[src/rtl/mccpu_pkg.sv]
// mccpu_pkg: shared encodings for the multicycle MIPS control path.
// Holds the FSM state codes, IR opcode/funct values, instruction classes
// and the datapath select encodings driven by mccpu_ctrl.
package mccpu_pkg;

    typedef logic [3:0] state_t;

    localparam state_t S_IDLE     = 4'd0;
    localparam state_t S_FETCH    = 4'd1;
    localparam state_t S_DECODE   = 4'd2;
    localparam state_t S_EXEC_R   = 4'd3;
    localparam state_t S_WB_R     = 4'd4;
    localparam state_t S_EXEC_I   = 4'd5;
    localparam state_t S_WB_I     = 4'd6;
    localparam state_t S_MEM_ADDR = 4'd7;
    localparam state_t S_MEM_RD   = 4'd8;
    localparam state_t S_WB_MEM   = 4'd9;
    localparam state_t S_MEM_WR   = 4'd10;
    localparam state_t S_BRANCH   = 4'd11;
    localparam state_t S_JUMP     = 4'd12;

    localparam logic [3:0] CLS_ILLEGAL = 4'd0;
    localparam logic [3:0] CLS_R       = 4'd1;
    localparam logic [3:0] CLS_I       = 4'd2;
    localparam logic [3:0] CLS_LOAD    = 4'd3;
    localparam logic [3:0] CLS_STORE   = 4'd4;
    localparam logic [3:0] CLS_BEQ     = 4'd5;
    localparam logic [3:0] CLS_BNE     = 4'd6;
    localparam logic [3:0] CLS_J       = 4'd7;
    localparam logic [3:0] CLS_JAL     = 4'd8;

    localparam logic [5:0] OP_RTYPE = 6'h00;
    localparam logic [5:0] OP_J     = 6'h02;
    localparam logic [5:0] OP_JAL   = 6'h03;
    localparam logic [5:0] OP_BEQ   = 6'h04;
    localparam logic [5:0] OP_BNE   = 6'h05;
    localparam logic [5:0] OP_ADDI  = 6'h08;
    localparam logic [5:0] OP_ORI   = 6'h0D;
    localparam logic [5:0] OP_LB    = 6'h20;
    localparam logic [5:0] OP_LH    = 6'h21;
    localparam logic [5:0] OP_LW    = 6'h23;
    localparam logic [5:0] OP_LBU   = 6'h24;
    localparam logic [5:0] OP_LHU   = 6'h25;
    localparam logic [5:0] OP_SB    = 6'h28;
    localparam logic [5:0] OP_SH    = 6'h29;
    localparam logic [5:0] OP_SW    = 6'h2B;

    localparam logic [5:0] F_SLLV = 6'h04;
    localparam logic [5:0] F_SRLV = 6'h06;
    localparam logic [5:0] F_SRAV = 6'h07;
    localparam logic [5:0] F_ADD  = 6'h20;
    localparam logic [5:0] F_ADDU = 6'h21;
    localparam logic [5:0] F_SUB  = 6'h22;
    localparam logic [5:0] F_SUBU = 6'h23;
    localparam logic [5:0] F_AND  = 6'h24;
    localparam logic [5:0] F_OR   = 6'h25;
    localparam logic [5:0] F_XOR  = 6'h26;
    localparam logic [5:0] F_NOR  = 6'h27;
    localparam logic [5:0] F_SLT  = 6'h2A;
    localparam logic [5:0] F_SLTU = 6'h2B;

    localparam logic [3:0] ALU_NOP  = 4'd0;
    localparam logic [3:0] ALU_ADD  = 4'd1;
    localparam logic [3:0] ALU_SUB  = 4'd2;
    localparam logic [3:0] ALU_AND  = 4'd3;
    localparam logic [3:0] ALU_OR   = 4'd4;
    localparam logic [3:0] ALU_SLT  = 4'd5;
    localparam logic [3:0] ALU_SLTU = 4'd6;
    localparam logic [3:0] ALU_NOR  = 4'd8;
    localparam logic [3:0] ALU_XOR  = 4'd9;
    localparam logic [3:0] ALU_SRLV = 4'd10;
    localparam logic [3:0] ALU_SLLV = 4'd11;
    localparam logic [3:0] ALU_SRAV = 4'd12;

    localparam logic [1:0] NPC_PC4    = 2'b00;
    localparam logic [1:0] NPC_BRANCH = 2'b01;
    localparam logic [1:0] NPC_JUMP   = 2'b10;

    localparam logic [1:0] GPR_RD  = 2'b00;
    localparam logic [1:0] GPR_RT  = 2'b01;
    localparam logic [1:0] GPR_R31 = 2'b10;

    localparam logic [1:0] WD_ALU = 2'b00;
    localparam logic [1:0] WD_MEM = 2'b01;
    localparam logic [1:0] WD_PC  = 2'b10;

    localparam logic [1:0] MW_NONE = 2'b00;
    localparam logic [1:0] MW_SW   = 2'b01;
    localparam logic [1:0] MW_SB   = 2'b10;
    localparam logic [1:0] MW_SH   = 2'b11;

    localparam logic [2:0] LA_LW  = 3'b000;
    localparam logic [2:0] LA_LB  = 3'b001;
    localparam logic [2:0] LA_LBU = 3'b010;
    localparam logic [2:0] LA_LH  = 3'b011;
    localparam logic [2:0] LA_LHU = 3'b100;

endpackage

[src/rtl/mccpu_decode.sv]
// mccpu_decode: combinational opcode/funct classifier.
// Ports: i_op, i_funct (IR fields) in; o_cls (instruction class),
// o_alu_op, o_laddr, o_mem_write, o_ext_op out.
module mccpu_decode
    import mccpu_pkg::*;
(
    input  logic [5:0] i_op,
    input  logic [5:0] i_funct,
    output logic [3:0] o_cls,
    output logic [3:0] o_alu_op,
    output logic [2:0] o_laddr,
    output logic [1:0] o_mem_write,
    output logic       o_ext_op
);

    always_comb begin
        o_cls       = CLS_ILLEGAL;
        o_alu_op    = ALU_NOP;
        o_laddr     = LA_LW;
        o_mem_write = MW_NONE;
        o_ext_op    = 1'b0;
        case (i_op)
            OP_RTYPE: begin
                o_cls = CLS_R;
                case (i_funct)
                    F_ADD, F_ADDU: o_alu_op = ALU_ADD;
                    F_SUB, F_SUBU: o_alu_op = ALU_SUB;
                    F_AND:         o_alu_op = ALU_AND;
                    F_OR:          o_alu_op = ALU_OR;
                    F_XOR:         o_alu_op = ALU_XOR;
                    F_NOR:         o_alu_op = ALU_NOR;
                    F_SLT:         o_alu_op = ALU_SLT;
                    F_SLTU:        o_alu_op = ALU_SLTU;
                    F_SLLV:        o_alu_op = ALU_SLLV;
                    F_SRLV:        o_alu_op = ALU_SRLV;
                    F_SRAV:        o_alu_op = ALU_SRAV;
                    default:       o_cls    = CLS_ILLEGAL;
                endcase
            end
            OP_ADDI: begin o_cls = CLS_I; o_alu_op = ALU_ADD; o_ext_op = 1'b1; end
            OP_ORI:  begin o_cls = CLS_I; o_alu_op = ALU_OR; end
            OP_LW:   begin o_cls = CLS_LOAD; o_laddr = LA_LW;  end
            OP_LB:   begin o_cls = CLS_LOAD; o_laddr = LA_LB;  end
            OP_LBU:  begin o_cls = CLS_LOAD; o_laddr = LA_LBU; end
            OP_LH:   begin o_cls = CLS_LOAD; o_laddr = LA_LH;  end
            OP_LHU:  begin o_cls = CLS_LOAD; o_laddr = LA_LHU; end
            OP_SW:   begin o_cls = CLS_STORE; o_mem_write = MW_SW; end
            OP_SB:   begin o_cls = CLS_STORE; o_mem_write = MW_SB; end
            OP_SH:   begin o_cls = CLS_STORE; o_mem_write = MW_SH; end
            OP_BEQ:  begin o_cls = CLS_BEQ; o_alu_op = ALU_SUB; end
            OP_BNE:  begin o_cls = CLS_BNE; o_alu_op = ALU_SUB; end
            OP_J:    o_cls = CLS_J;
            OP_JAL:  o_cls = CLS_JAL;
            default: o_cls = CLS_ILLEGAL;
        endcase
    end

endmodule

[src/rtl/mccpu_ctrl.sv]
// mccpu_ctrl: multicycle control FSM for the shared MIPS datapath.
// Inputs: clk, rstn (async active-low), Op/Funct (IR fields), Zero, mem_ready.
// Outputs: memory handshake (mem_req, IorD, MemWrite, LAddr), IR/PC/GPR
// strobes and selects, ALU controls, instr_done and illegal_instr pulses.
//
// state    | meaning
// IDLE     | out of reset, all outputs low
// FETCH    | read instruction at PC, wait for mem_ready
// DECODE   | dispatch on Op/Funct; illegal instructions retire here
// EXEC_R   | R-type ALU operation
// WB_R     | write ALU result to rd
// EXEC_I   | immediate ALU operation
// WB_I     | write ALU result to rt
// MEM_ADDR | compute effective address
// MEM_RD   | load request, wait for mem_ready
// WB_MEM   | write load data to rt
// MEM_WR   | store request, write strobe on the mem_ready cycle
// BRANCH   | compare and conditionally redirect PC
// JUMP     | jump, jal also links into r31
module mccpu_ctrl
    import mccpu_pkg::*;
(
    input  logic       clk,
    input  logic       rstn,
    input  logic [5:0] Op,
    input  logic [5:0] Funct,
    input  logic       Zero,
    input  logic       mem_ready,
    output logic       mem_req,
    output logic       IorD,
    output logic       IRWrite,
    output logic       PCWrite,
    output logic [1:0] NPCOp,
    output logic       RegWrite,
    output logic [1:0] GPRSel,
    output logic [1:0] WDSel,
    output logic [1:0] MemWrite,
    output logic [2:0] LAddr,
    output logic       EXTOp,
    output logic       ALUSrc,
    output logic [3:0] ALUOp,
    output logic       instr_done,
    output logic       illegal_instr
);

    state_t     r_state;
    state_t     w_next;
    logic [3:0] w_cls;
    logic [3:0] w_alu_op;
    logic [2:0] w_laddr;
    logic [1:0] w_mem_write;
    logic       w_ext_op;

    mccpu_decode u_decode (
        .i_op        (Op),
        .i_funct     (Funct),
        .o_cls       (w_cls),
        .o_alu_op    (w_alu_op),
        .o_laddr     (w_laddr),
        .o_mem_write (w_mem_write),
        .o_ext_op    (w_ext_op)
    );

    always_ff @(posedge clk or negedge rstn) begin
        if (!rstn) r_state <= S_IDLE;
        else       r_state <= w_next;
    end

    // Outputs decode straight from r_state so an async reset clears them
    // (including mem_req) without waiting for a clock.
    always_comb begin
        w_next        = r_state;
        mem_req       = 1'b0;
        IorD          = 1'b0;
        IRWrite       = 1'b0;
        PCWrite       = 1'b0;
        NPCOp         = NPC_PC4;
        RegWrite      = 1'b0;
        GPRSel        = GPR_RD;
        WDSel         = WD_ALU;
        MemWrite      = MW_NONE;
        LAddr         = LA_LW;
        EXTOp         = 1'b0;
        ALUSrc        = 1'b0;
        ALUOp         = ALU_NOP;
        instr_done    = 1'b0;
        illegal_instr = 1'b0;
        case (r_state)
            S_IDLE: w_next = S_FETCH;
            S_FETCH: begin
                mem_req = 1'b1;
                if (mem_ready) begin
                    IRWrite = 1'b1;
                    PCWrite = 1'b1;
                    w_next  = S_DECODE;
                end
            end
            S_DECODE: begin
                case (w_cls)
                    CLS_R:              w_next = S_EXEC_R;
                    CLS_I:              w_next = S_EXEC_I;
                    CLS_LOAD, CLS_STORE: w_next = S_MEM_ADDR;
                    CLS_BEQ, CLS_BNE:   w_next = S_BRANCH;
                    CLS_J, CLS_JAL:     w_next = S_JUMP;
                    default: begin
                        illegal_instr = 1'b1;
                        instr_done    = 1'b1;
                        w_next        = S_FETCH;
                    end
                endcase
            end
            S_EXEC_R: begin
                ALUOp  = w_alu_op;
                w_next = S_WB_R;
            end
            S_WB_R: begin
                ALUOp      = w_alu_op;
                RegWrite   = 1'b1;
                instr_done = 1'b1;
                w_next     = S_FETCH;
            end
            S_EXEC_I: begin
                ALUSrc = 1'b1;
                EXTOp  = w_ext_op;
                ALUOp  = w_alu_op;
                w_next = S_WB_I;
            end
            S_WB_I: begin
                ALUSrc     = 1'b1;
                EXTOp      = w_ext_op;
                ALUOp      = w_alu_op;
                RegWrite   = 1'b1;
                GPRSel     = GPR_RT;
                instr_done = 1'b1;
                w_next     = S_FETCH;
            end
            S_MEM_ADDR: begin
                ALUOp  = ALU_ADD;
                ALUSrc = 1'b1;
                EXTOp  = 1'b1;
                w_next = (w_cls == CLS_STORE) ? S_MEM_WR : S_MEM_RD;
            end
            S_MEM_RD: begin
                mem_req = 1'b1;
                IorD    = 1'b1;
                LAddr   = w_laddr;
                if (mem_ready) w_next = S_WB_MEM;
            end
            S_WB_MEM: begin
                RegWrite   = 1'b1;
                GPRSel     = GPR_RT;
                WDSel      = WD_MEM;
                LAddr      = w_laddr;
                instr_done = 1'b1;
                w_next     = S_FETCH;
            end
            S_MEM_WR: begin
                mem_req = 1'b1;
                IorD    = 1'b1;
                // The write strobe is gated by mem_ready so an abandoned
                // store never reaches memory.
                if (mem_ready) begin
                    MemWrite   = w_mem_write;
                    instr_done = 1'b1;
                    w_next     = S_FETCH;
                end
            end
            S_BRANCH: begin
                ALUOp      = ALU_SUB;
                NPCOp      = NPC_BRANCH;
                PCWrite    = (w_cls == CLS_BEQ) ? Zero : ~Zero;
                instr_done = 1'b1;
                w_next     = S_FETCH;
            end
            S_JUMP: begin
                PCWrite    = 1'b1;
                NPCOp      = NPC_JUMP;
                instr_done = 1'b1;
                if (w_cls == CLS_JAL) begin
                    RegWrite = 1'b1;
                    GPRSel   = GPR_R31;
                    WDSel    = WD_PC;
                end
                w_next = S_FETCH;
            end
            default: w_next = S_IDLE;
        endcase
    end

endmodule

[config.mk]
export PLATFORM = sky130hd
export DESIGN_NAME = mccpu_ctrl
export DESIGN_NICKNAME = d
export VERILOG_FILES = /design/src/rtl/mccpu_pkg.sv /design/src/rtl/mccpu_decode.sv /design/src/rtl/mccpu_ctrl.sv
export SDC_FILE = /design/constraint.sdc
export NUM_CORES = 1
export LEC_CHECK = 0
export BUFFER_PORTS_ARGS = -buffer_cell sky130_fd_sc_hd__buf_2
export CAP_MARGIN = 0
export CELL_PAD_IN_SITES_DETAIL_PLACEMENT = 0
export CELL_PAD_IN_SITES_GLOBAL_PLACEMENT = 1
export CORE_UTILIZATION = 32
export DETAILED_ROUTE_END_ITERATION = 8
export MAX_ROUTING_LAYER = met4
export PLACE_DENSITY = 0.9
export SYNTH_ARGS = -nofsm -noshare
export SYNTH_HDL_FRONTEND = slang
export SYNTH_SLANG_ARGS = --single-unit
[constraint.sdc]
create_clock -name clk -period 2.5 [get_ports clk]
set_input_delay 0.5 -clock clk [delete_from_list [all_inputs] [get_ports clk]]
set_output_delay 0.5 -clock clk [all_outputs]
set_load 0.005 [all_outputs]
==> results.md, run 1 <==
- Post-DP Area: 1180 µm²
- CP Buf/Inv Count: 2
- Root Buffer: clkbuf_4
- RSZ-0062 raised after global routing: no
- Crit Path Max Fanout: 12
- Slew @ Worst Pin: 0.387 ns
- Final Non-Filler Cells: 216
- Post-DP HPWL: 2160 µm
- Top reg by flops: r_state
- Endpoints failing setup: 0
- Max Freq: 424 MHz
- Final period util: 0.943
- # fillers: 309
- Pin count of the biggest net entering global routing: 15
- Mapped Cells: 147
- Height of the die: 56.3 µm
- Core Util, Final: 0.433
- YS warnings: 0
- DR vias: 1217
- Number of placed instances, taps included: 213
- Vias in the first global route: 1046
- Clock-pin slew on the worst setup and hold paths: 0.03 ns
- Core Region: 2780 µm²
- TritonCTS buffer count: 3
- Share of cells above drive strength 1: 0.335
- Via-per-instance ratio: 5.63
- Classification of the worst setup path: in2out
- Synth cell types: 51
- Arr. time, crit path: 1.86 ns
- Peak VDD IR: 0.455 mV
- Leak Pwr: 0.572 nW
- Antenna-violating nets left: 0
- Final hold violation count: 0
- Die area: 3170 µm²
- CP delay by family, top: simple AND/OR/NAND/NOR gates
- Number of cell rows: 19
- Skew-Pair Late Insertion Delay: 0.23 ns
- Post-layout min period: 2.36 ns
- Critical Path RT: 2.00 ns
- Most used DFF post-synth: dfrtp_1
- Hold Crit Class: in2async
- Layout Skew: 0.00108 ns
- CP max stage cell: nor4_2
- H-tree levels: 1
- Remaining global-route overflow: 0
- CP cell instances: clkbuf_4 > and2b_1 > a32oi_1 > a31oi_1 > nor4_2 > or2_1 > buf_2
- WL final: 2740 µm
- Post-synth EDFFs: 0
- 1st-pass router iterations: 4
- DR DRC count: 0
- Design area: 1200 µm²
- Crit-path max cell delay: 0.27 ns
- Max-cap viol count: 0
- TNS Setup: 0 ns
- Antenna cells: 0
- Sink Count: 4
- Port buffer count: 39
- Global placer's final weighted congestion: 0.900
- Mapped cell area: 945 µm²
- Final net count: 203
- Clock Tree Buf Depth: 2
- DR WL/cell: 12.7 µm
- Status: finished, final reports clean
- Asr flop ratio synth: 1.00
- Critical Path Sink Type: primary output
- Die W: 56.3 µm
- Largest registers: r_state x4
- Syn-to-layout area delta: 27.4%
- First-pass GRT wire length: 4620 µm
- Post-synthesis sequential area ratio: 0.106
- IO Count: 40
- Max reg flops: 4
- DRC violation total after the first TritonRoute iteration: 56
- Syn Nets: 163
- Post-CTS Setup Bufs: 0
- Avg Inst Size Synth: 6.43 µm²
- Slew Limit Fails: 0
- Power per cell area: 579 nW/µm²
- Max-slew headroom: 0.742
- Initial antenna violation count: 0
- TritonCTS clock tree: yes
- Startpoint types: primary input
- Seq cells post-synth: 4
- GRT Util Overall: 0.181
- Starting Density: 0.340
-- worst register-to-register path, delay by kind of cell (launching register included) --
| kind | cells | cell delay [ns] |
|---|---|---|
| flip-flops | 1 | 0.48 |
| AND/OR/NAND/NOR | 1 | 0.07 |
| buffers and inverters | 1 | 0.25 |
| AO/OA/AOI/OAI | 2 | 0.52 |
-- cells in the final DEF, fill, tap and decap left out, drive strengths merged, types with 5 or more instances in the layout --
master and n:
buf 46, nor2 25, nand2 14, a21oi 10, o21ai 9, inv 7
nor3 6, nand2b 6, nor2b 5
-- per-layer routing --
metal / share of wire / wire length (µm) / GRT usage
met2: 0.49 / 1340 / 0.293
met4: 0 / 0 / 0.0488
met5: 0 / 0 / -
met3: 0.035 / 97 / 0.00461
met1: 0.48 / 1300 / 0.251
-- cell usage after synthesis (all sizes together), types with 2 or more instances --
cell | number | area, µm²
nor2 | 25 | 96.4
nand2 | 14 | 52.6
a21oi | 10 | 53.8
o21ai | 9 | 48.8
inv | 7 | 28.8
buf | 6 | 37.5
clkbuf | 6 | 22.5
nand2b | 6 | 40.0
nor3 | 6 | 30.0
nor2b | 5 | 33.8
dfrtp | 4 | 100
nand3 | 4 | 20.0
nand3b | 4 | 30.0
nor4 | 3 | 31.3
o22ai | 3 | 18.8
o32ai | 3 | 26.3
xor2 | 3 | 26.3
a31oi | 2 | 12.5
a32o | 2 | 20.0
a32oi | 2 | 17.5
and2 | 2 | 12.5
nand4 | 2 | 12.5
o2111a | 2 | 23.8
-- metrics by stage --
| step | power (mW) | worst slack, ns | hold slack [ns] |
|---|---|---|---|
| after CTS | 0.701 | 0.0964 | 0.0571 |
| after global placement | 0.619 | 0.158 | 0.307 |
| after global routing | 0.771 | 0.0132 | 0.0678 |
| after detailed placement | 0.619 | 0.114 | 0.306 |
| final | 0.696 | 0.143 | 0.0662 |
| after floorplan | 0.464 | 0.379 | 0.204 |
-- cell type report --
class	instances	area [µm²]	area share
multi-input cells	123	752	0.625
repair buffers	47	258	0.214
flip-flops and latches	4	100	0.0832
well taps	31	38.8	0.0322
inverters	8	32.5	0.0270
clock buffers	3	22.5	0.0187
-- logic make-up (layout without fill, tap and decap cells) --
family | after synthesis | in the layout | share of synthesized area
AOI/OAI and AO/OA | 42 | 42 | 0.323
xor gates and xnor gates | 3 | 3 | 0.0278
DFF | 4 | 4 | 0.106
and+or+nand+nor | 78 | 78 | 0.445
buffers and inverters | 20 | 58 | 0.0980
-- final timing paths --
path / to / slack (ns) / depth (start not counted) / start
worst min register to register: r_state[1]$_DFFE_PN0P_ / 0.65 / 3 / r_state[3]$_DFFE_PN0P_
worst max register to register: r_state[3]$_DFFE_PN0P_ / 1.06 / 4 / r_state[0]$_DFFE_PN0P_
max in group asynchronous: r_state[2]$_DFFE_PN0P_ / 2.32 / 1 / rstn
worst min-delay path: r_state[1]$_DFFE_PN0P_ / 0.07 / 1 / rstn
min in group clk: r_state[1]$_DFFE_PN0P_ / 0.65 / 3 / r_state[3]$_DFFE_PN0P_
worst max-delay path: instr_done / 0.14 / 7 / Op[2]
-- what timing repair did --
| action | 4_1_cts | 5_1_grt |
|---|---|---|
| hold buffers | 0 | 0 |
| resized for setup | 0 | 1 |
| endpoints found under the setup margin | 0 | 1 |
-- where the power goes --
part           switching, mW  internal (mW)  leakage [nW]
sequential            0.0491         0.0892        0.0510
clock                 0.0226         0.0534        0.0138
combinational          0.278          0.204         0.507
total                  0.350          0.347         0.572
(Power assumes the default switching activity.)
==> inputs of run 2 (changes only) <==
--- a/config.mk
+++ b/config.mk
@@ -11,6 +11,7 @@
 export CELL_PAD_IN_SITES_GLOBAL_PLACEMENT = 1
 export CORE_UTILIZATION = 32
 export DETAILED_ROUTE_END_ITERATION = 8
+export GPL_ROUTABILITY_DRIVEN = 0
 export MAX_ROUTING_LAYER = met4
 export PLACE_DENSITY = 0.9
 export SYNTH_ARGS = -nofsm -noshare
==> constraint.sdc (replaced) <==
create_clock -name clk -period 2.2 [get_ports clk]
set_input_delay 0.44 -clock clk [delete_from_list [all_inputs] [get_ports clk]]
set_output_delay 0.44 -clock clk [all_outputs]
set_load 0.005 [all_outputs]
==> results.md, run 2 (same netlist as run 1, synthesis figures left out) <==
- # fillers: 279
- Design Power: 855 µW
- Power per cell area: 645 nW/µm²
- Peak VDD IR: 0.561 mV
- Final worst slack: 0.0246 ns
- Register-to-register setup slack: 0.81 ns
- TritonCTS clock tree: yes
- IO Count: 40
- Critical Path Sink Type: primary output
- Pre-CTS WS: 0.0145 ns
- First-pass GRT wire length: 4630 µm
- DRC violation total after the first TritonRoute iteration: 60
- Max-cap viol count: 0
- Via-per-instance ratio: 5.52
- Crit Path Max Fanout: 7
- Die W: 56.3 µm
- Post-layout min period: 2.18 ns
- WL final: 2970 µm
- Status: finished, final reports clean
- Sink Count: 4
- Leak Pwr: 0.635 nW
- Root Buffer: clkbuf_4
- Syn-to-layout area delta: 40.3%
- Final period util: 0.989
- Max-slew headroom: 0.798
- Max reg flops: 4
- Number of placed instances, taps included: 223
- Critical Path RT: 1.76 ns
- Starting Density: 0.340
- Height of the die: 56.3 µm
- Clock-pin slew on the worst setup and hold paths: 0.04 ns
- Clock Tree Buf Depth: 2
- Final net count: 214
- Number of cell rows: 19
- Initial antenna violation count: 0
- 1st-pass router iterations: 4
- Post-DP HPWL: 2270 µm
- Worst Setup EP: LAddr[1]
- Final Non-Filler Cells: 227
- RR Endpoint: r_state[0]$_DFFE_PN0P_
- H-tree levels: 1
- DR DRC count: 0
- Vias in the first global route: 1021
- TritonCTS buffer count: 3
- Hold Crit Class: in2async
- Port buffer count: 39
- Final hold violation count: 0
- Remaining global-route overflow: 0
- Critical Path Start: r_state[2]$_DFFE_PN0P_
- Die area: 3170 µm²
- Skew-Pair Late Insertion Delay: 0.23 ns
- Startpoint types: register
- Classification of the worst setup path: reg2out
- Layout Skew: 0.00223 ns
- Endpoints failing setup: 0
- DR vias: 1252
- RSZ-0062 raised after global routing: yes
- Antenna cells: 0
- Top reg by flops: r_state
- Max Freq: 460 MHz
- DR WL/cell: 13.1 µm
- R2r startpoint: r_state[3]$_DFFE_PN0P_
- Pin count of the biggest net entering global routing: 12
- Multi-input gate area: 787 µm²
- R2R depth: 5
- Largest registers: r_state x4
- Storage cell area: 101 µm²
- Antenna-violating nets left: 0
- GRT Util Overall: 0.180
- Most common cell after layout, fill and taps aside: buf_2
- Arr. time, crit path: 1.74 ns
- Commonest non-fill, non-tap cells in the layout: buf_2 (38), nor2_1 (24), buf_4 (18)
- Share of cells above drive strength 1: 0.393
- Slew Limit Fails: 0
- Slew @ Worst Pin: 0.300 ns
- Core Region: 2780 µm²
-- run 2: cell type report --
| cell class | count | area share |
|---|---|---|
| tap | 31 | 0.0293 |
| inverter | 8 | 0.0246 |
| timing repair buffer | 58 | 0.259 |
| clock buffer | 3 | 0.0170 |
| sequential | 4 | 0.0765 |
| multi-input combinational | 123 | 0.594 |
-- run 2: layer usage --
layer,share of wire,track usage,up-vias,routed length [µm]
met5,0,-,-,0
met4,0,0.0314,0,0
met3,0.042,0.0115,0,124
li1,-,-,639,-
met2,0.49,0.301,34,1460
met1,0.47,0.244,579,1380
-- run 2: how the worst min path moves through the flow --
stage | endpoint | slack [ns] | startpoint | cells past startpoint
floorplan | r_state[0]$_DFFE_PN0P_ | 0.14 | rstn | 0
global placement | r_state[1]$_DFFE_PN0P_ | 0.24 | rstn | 1
detailed placement | r_state[3]$_DFFE_PN0P_ | 0.25 | rstn | 1
CTS | r_state[1]$_DFFE_PN0P_ | 0.54 | rstn | 2
global route | r_state[3]$_DFFE_PN0P_ | 0.54 | rstn | 2
finish | r_state[1]$_DFFE_PN0P_ | 0.54 | rstn | 2
-- run 2: critical path, cell delays in order (launching register included) --
cell     delay [ns]
dfrtp_2        0.45
or3_4          0.40
or4_4          0.44
a21oi_2        0.11
buf_2          0.11
-- run 2: repair_timing --
action                     in CTS  in global routing
hold buffers                    1                  0
setup buffers                   0                  0
gates resized for setup         0                  9
setup endpoints to repair       0                  6
hold endpoints to repair        2                  0
-- run 2: per-stage QoR --
step	hold WS (ns)	utilization	TNS (ns)	cell area [µm²]
floorplan	0.144	-	0	945
global placement	0.244	0.451	0	1250
detailed placement	0.245	0.451	0	1250
CTS	0.542	0.462	0	1290
global route	0.535	0.476	-0.00467	1330
finish	0.537	0.476	0	1330
-- run 2: power breakdown --
group	total (mW)	switching, mW	internal (mW)
clock	0.0886	0.0278	0.0609
combinational	0.632	0.362	0.270
sequential	0.134	0.0310	0.103
total	0.855	0.420	0.434
==> inputs of run 3 (changes only) <==
--- a/config.mk
+++ b/config.mk
@@ -5,15 +5,16 @@
 export SDC_FILE = /design/constraint.sdc
 export NUM_CORES = 1
 export LEC_CHECK = 0
+export ABC_AREA = 1
 export BUFFER_PORTS_ARGS = -buffer_cell sky130_fd_sc_hd__buf_2
 export CAP_MARGIN = 0
 export CELL_PAD_IN_SITES_DETAIL_PLACEMENT = 0
 export CELL_PAD_IN_SITES_GLOBAL_PLACEMENT = 1
-export CORE_UTILIZATION = 32
+export CORE_UTILIZATION = 30
 export DETAILED_ROUTE_END_ITERATION = 8
 export GPL_ROUTABILITY_DRIVEN = 0
 export MAX_ROUTING_LAYER = met4
-export PLACE_DENSITY = 0.9
+export PLACE_DENSITY = 0.89
 export SYNTH_ARGS = -nofsm -noshare
 export SYNTH_HDL_FRONTEND = slang
 export SYNTH_SLANG_ARGS = --single-unit
==> results.md, run 3 <==
- Status: complete, but fails checks
- Failing checks: design-rule violations
- Most used DFF post-synth: dfrtp_1
- Synth cell types: 29
- Pint: 374 µW
- Cell with the most instances after synthesis: nand2_1
- Asr flop ratio synth: 1.00
- Critical Path RT: 1.76 ns
- Crit path top cell by count: inv_1
- Number of placed instances, taps included: 239
- Slew @ Worst Pin: 0.305 ns
- TritonCTS buffer count: 3
- # fillers: 339
- Clock Tree Buf Depth: 2
- Power per cell area: 676 nW/µm²
- Critical path depth in cells: 7
- Clock-pin slew on the worst setup and hold paths: 0.04 ns
- DR WL/cell: 10.5 µm
- GRT Util Overall: 0.162
- Crit Path Max Fanout: 6
- Mapped cell area: 937 µm²
- Commonest cells in the netlist: nand2_1 (35), inv_1 (23), nor2_2 (19), inv_2 (14), nor2_1 (14)
- Area leader, netlist: nand2_1
- Grt met2 use: 0.248
- Startpoint types: register
- Final worst slack: 0.139 ns
- Sequential share of power: 0.192
- Most common cell after layout, fill and taps aside: buf_2
- Max Freq: 485 MHz
- DRC violation total after the first TritonRoute iteration: 30
- Initial antenna violation count: 0
- Combinational power share: 0.697
- Syn Nets: 186
- Post-layout min period: 2.06 ns
- H-tree levels: 1
- Die area: 3350 µm²
- Height of the die: 57.9 µm
- Slew Limit Fails: 0
- Share of Yosys cell area claimed by the top area cell type: 0.140
- Sw Ratio: 0.542
- Max-slew headroom: 0.796
- Classification of the worst setup path: reg2out
- Avg Inst Size Synth: 5.51 µm²
- Worst Setup EP: instr_done
- Clock power frac: 0.111
- Ranking of synthesized cells by area: nand2_1 (14%), nor2_2 (13%), dfrtp_1 (11%)
- Share of cells above drive strength 1: 0.410
- Vias in the first global route: 1050
- Final hold violation count: 0
- Final Non-Filler Cells: 243
- DR vias: 1172
- Final period util: 0.937
- NetSw: 442 µW
- Post-synth EDFFs: 0
- Post-DP HPWL: 2170 µm
- Skew-Pair Late Insertion Delay: 0.23 ns
- Commonest non-fill, non-tap cells in the layout: buf_2 (39), nand2_1 (35), inv_1 (23)
- Via-per-instance ratio: 4.82
- Peak VDD IR: 0.407 mV
- Hold Crit Class: in2reg
- Pre-CTS WS: 0.174 ns
- Top reg by flops: r_state
- RR Endpoint: r_state[1]$_DFFE_PN0P_
- Core Region: 2850 µm²
- Antenna cells: 0
- YS warnings: 0
- Max-cap viol count: 0
- Starting Density: 0.329
- Met3 usage: 0.0357
- CP cell instances: nor2_4 > inv_1 > nor3_2 > inv_1 > and3_1 > nand3_1 > buf_2
- Leak Pwr: 0.689 nW
- Grt met1 use: 0.226
- Pin count of the biggest net entering global routing: 9
- TritonCTS clock tree: yes
- Mapped Cells: 170
- CP Buf/Inv Count: 3
- Largest registers: r_state x4
- Root Buffer: clkbuf_4
- Seq cells post-synth: 4
- Die W: 57.9 µm
- IO Count: 40
- Remaining global-route overflow: 0
- Endpoints failing setup: 0
- Post-synthesis sequential area ratio: 0.107
- R2R depth: 10
- Critical Path Sink Type: primary output
- Layout Skew: 0.00103 ns
- CP delay by family, top: simple AND/OR/NAND/NOR gates
- Sink Count: 4
- TNS Setup: 0 ns
- Crit-path max cell delay: 0.47 ns
- First-pass GRT wire length: 4260 µm
- GRT busiest layer: met2
- Max reg flops: 4
- Critical Path Start: r_state[0]$_DFFE_PN0P_
- R2r startpoint: r_state[2]$_DFFE_PN0P_
- Syn-to-layout area delta: 28.7%
- Arr. time, crit path: 1.62 ns
- CP max stage cell: dfrtp_1
- RSZ-0062 raised after global routing: no
- Register-to-register setup slack: 0.86 ns
- Antenna-violating nets left: 0
- Number of cell rows: 19
- DR DRC count: 1
- Port buffer count: 39
- WL final: 2550 µm
- 1st-pass router iterations: 6
- Final net count: 230
==> run 3: cell types whose count changed after synthesis, moves of 4 or more <==
| cell | before | now |
|---|---|---|
| nand2_1 | 14 | 35 |
| inv_1 | 5 | 23 |
| nor2_2 | 1 | 19 |
| inv_2 | 1 | 14 |
| nor2_1 | 24 | 14 |
| clkbuf_1 | 6 | 0 |
| nand2b_1 | 5 | 0 |
| nand3_1 | 4 | 9 |
| nand3_2 | 0 | 4 |
| nor2b_1 | 4 | 0 |
| nor3_1 | 6 | 2 |
==> run 3: timing repair <==
| item | 4_1_cts | 5_1_grt |
|---|---|---|
| setup buffers | 0 | 0 |
| resized for setup | 0 | 2 |
| hold buffers | 0 | 1 |
| setup endpoints to repair | 0 | 3 |
| hold endpoints to repair | 0 | 4 |
==> run 3: layout make-up <==
cell class	count	area, µm²	share of cell area
Timing Repair Buffer	40	205	0.170
Tap cell	31	38.8	0.0322
Inverter	37	139	0.115
Clock buffer	3	22.5	0.0187
Sequential cell	4	100	0.0830
Multi-Input combinational cell	128	701	0.581
==> run 3: through the flow <==
step	util	total power, mW	instance area [µm²]	hold WS (ns)
2_1_floorplan	-	0.535	937	0.144
3_3_place_gp	0.408	0.709	1160	0.248
3_5_place_dp	0.408	0.707	1160	0.248
4_1_cts	0.416	0.801	1190	0.000922
5_1_grt	0.423	0.912	1210	0.415
6_report	0.423	0.815	1210	0.411
==> run 3: layer usage <==
layer / part of all wire / vias up
met5: 0 / -
met4: 0 / 0
met3: 0.049 / 0
met2: 0.42 / 27
met1: 0.53 / 505
li1: - / 640
==> run 3: worst min-delay path by stage <==
stage                     startpoint                      to  slack, ns  depth (start not counted)
after floorplan                 rstn  r_state[0]$_DFFE_PN0P_       0.14                          0
after global placement          rstn  r_state[3]$_DFFE_PN0P_       0.25                          1
after detailed placement        rstn  r_state[3]$_DFFE_PN0P_       0.25                          1
after CTS                       rstn  r_state[3]$_DFFE_PN0P_     0.0009                          1
after global routing       mem_ready  r_state[0]$_DFFE_PN0P_       0.42                          2
final                      mem_ready  r_state[0]$_DFFE_PN0P_       0.41                          2
==> run 3: kinds of logic after synthesis <==
| group | count (synthesis) | synth area share |
|---|---|---|
| flops | 4 | 0.107 |
| compound gates | 26 | 0.156 |
| simple gates | 102 | 0.581 |
| buf+inv | 38 | 0.156 |
==> run 3: power groups by stage <==
| stage | combinational, mW | clock, mW | sequential (mW) |
|---|---|---|---|
| after global placement | 0.559 | 0 | 0.149 |
| after CTS | 0.561 | 0.0921 | 0.148 |
| after floorplan | 0.394 | 0 | 0.141 |
| after global routing | 0.654 | 0.0992 | 0.159 |
| after detailed placement | 0.558 | 0 | 0.149 |
| final | 0.568 | 0.0903 | 0.157 |
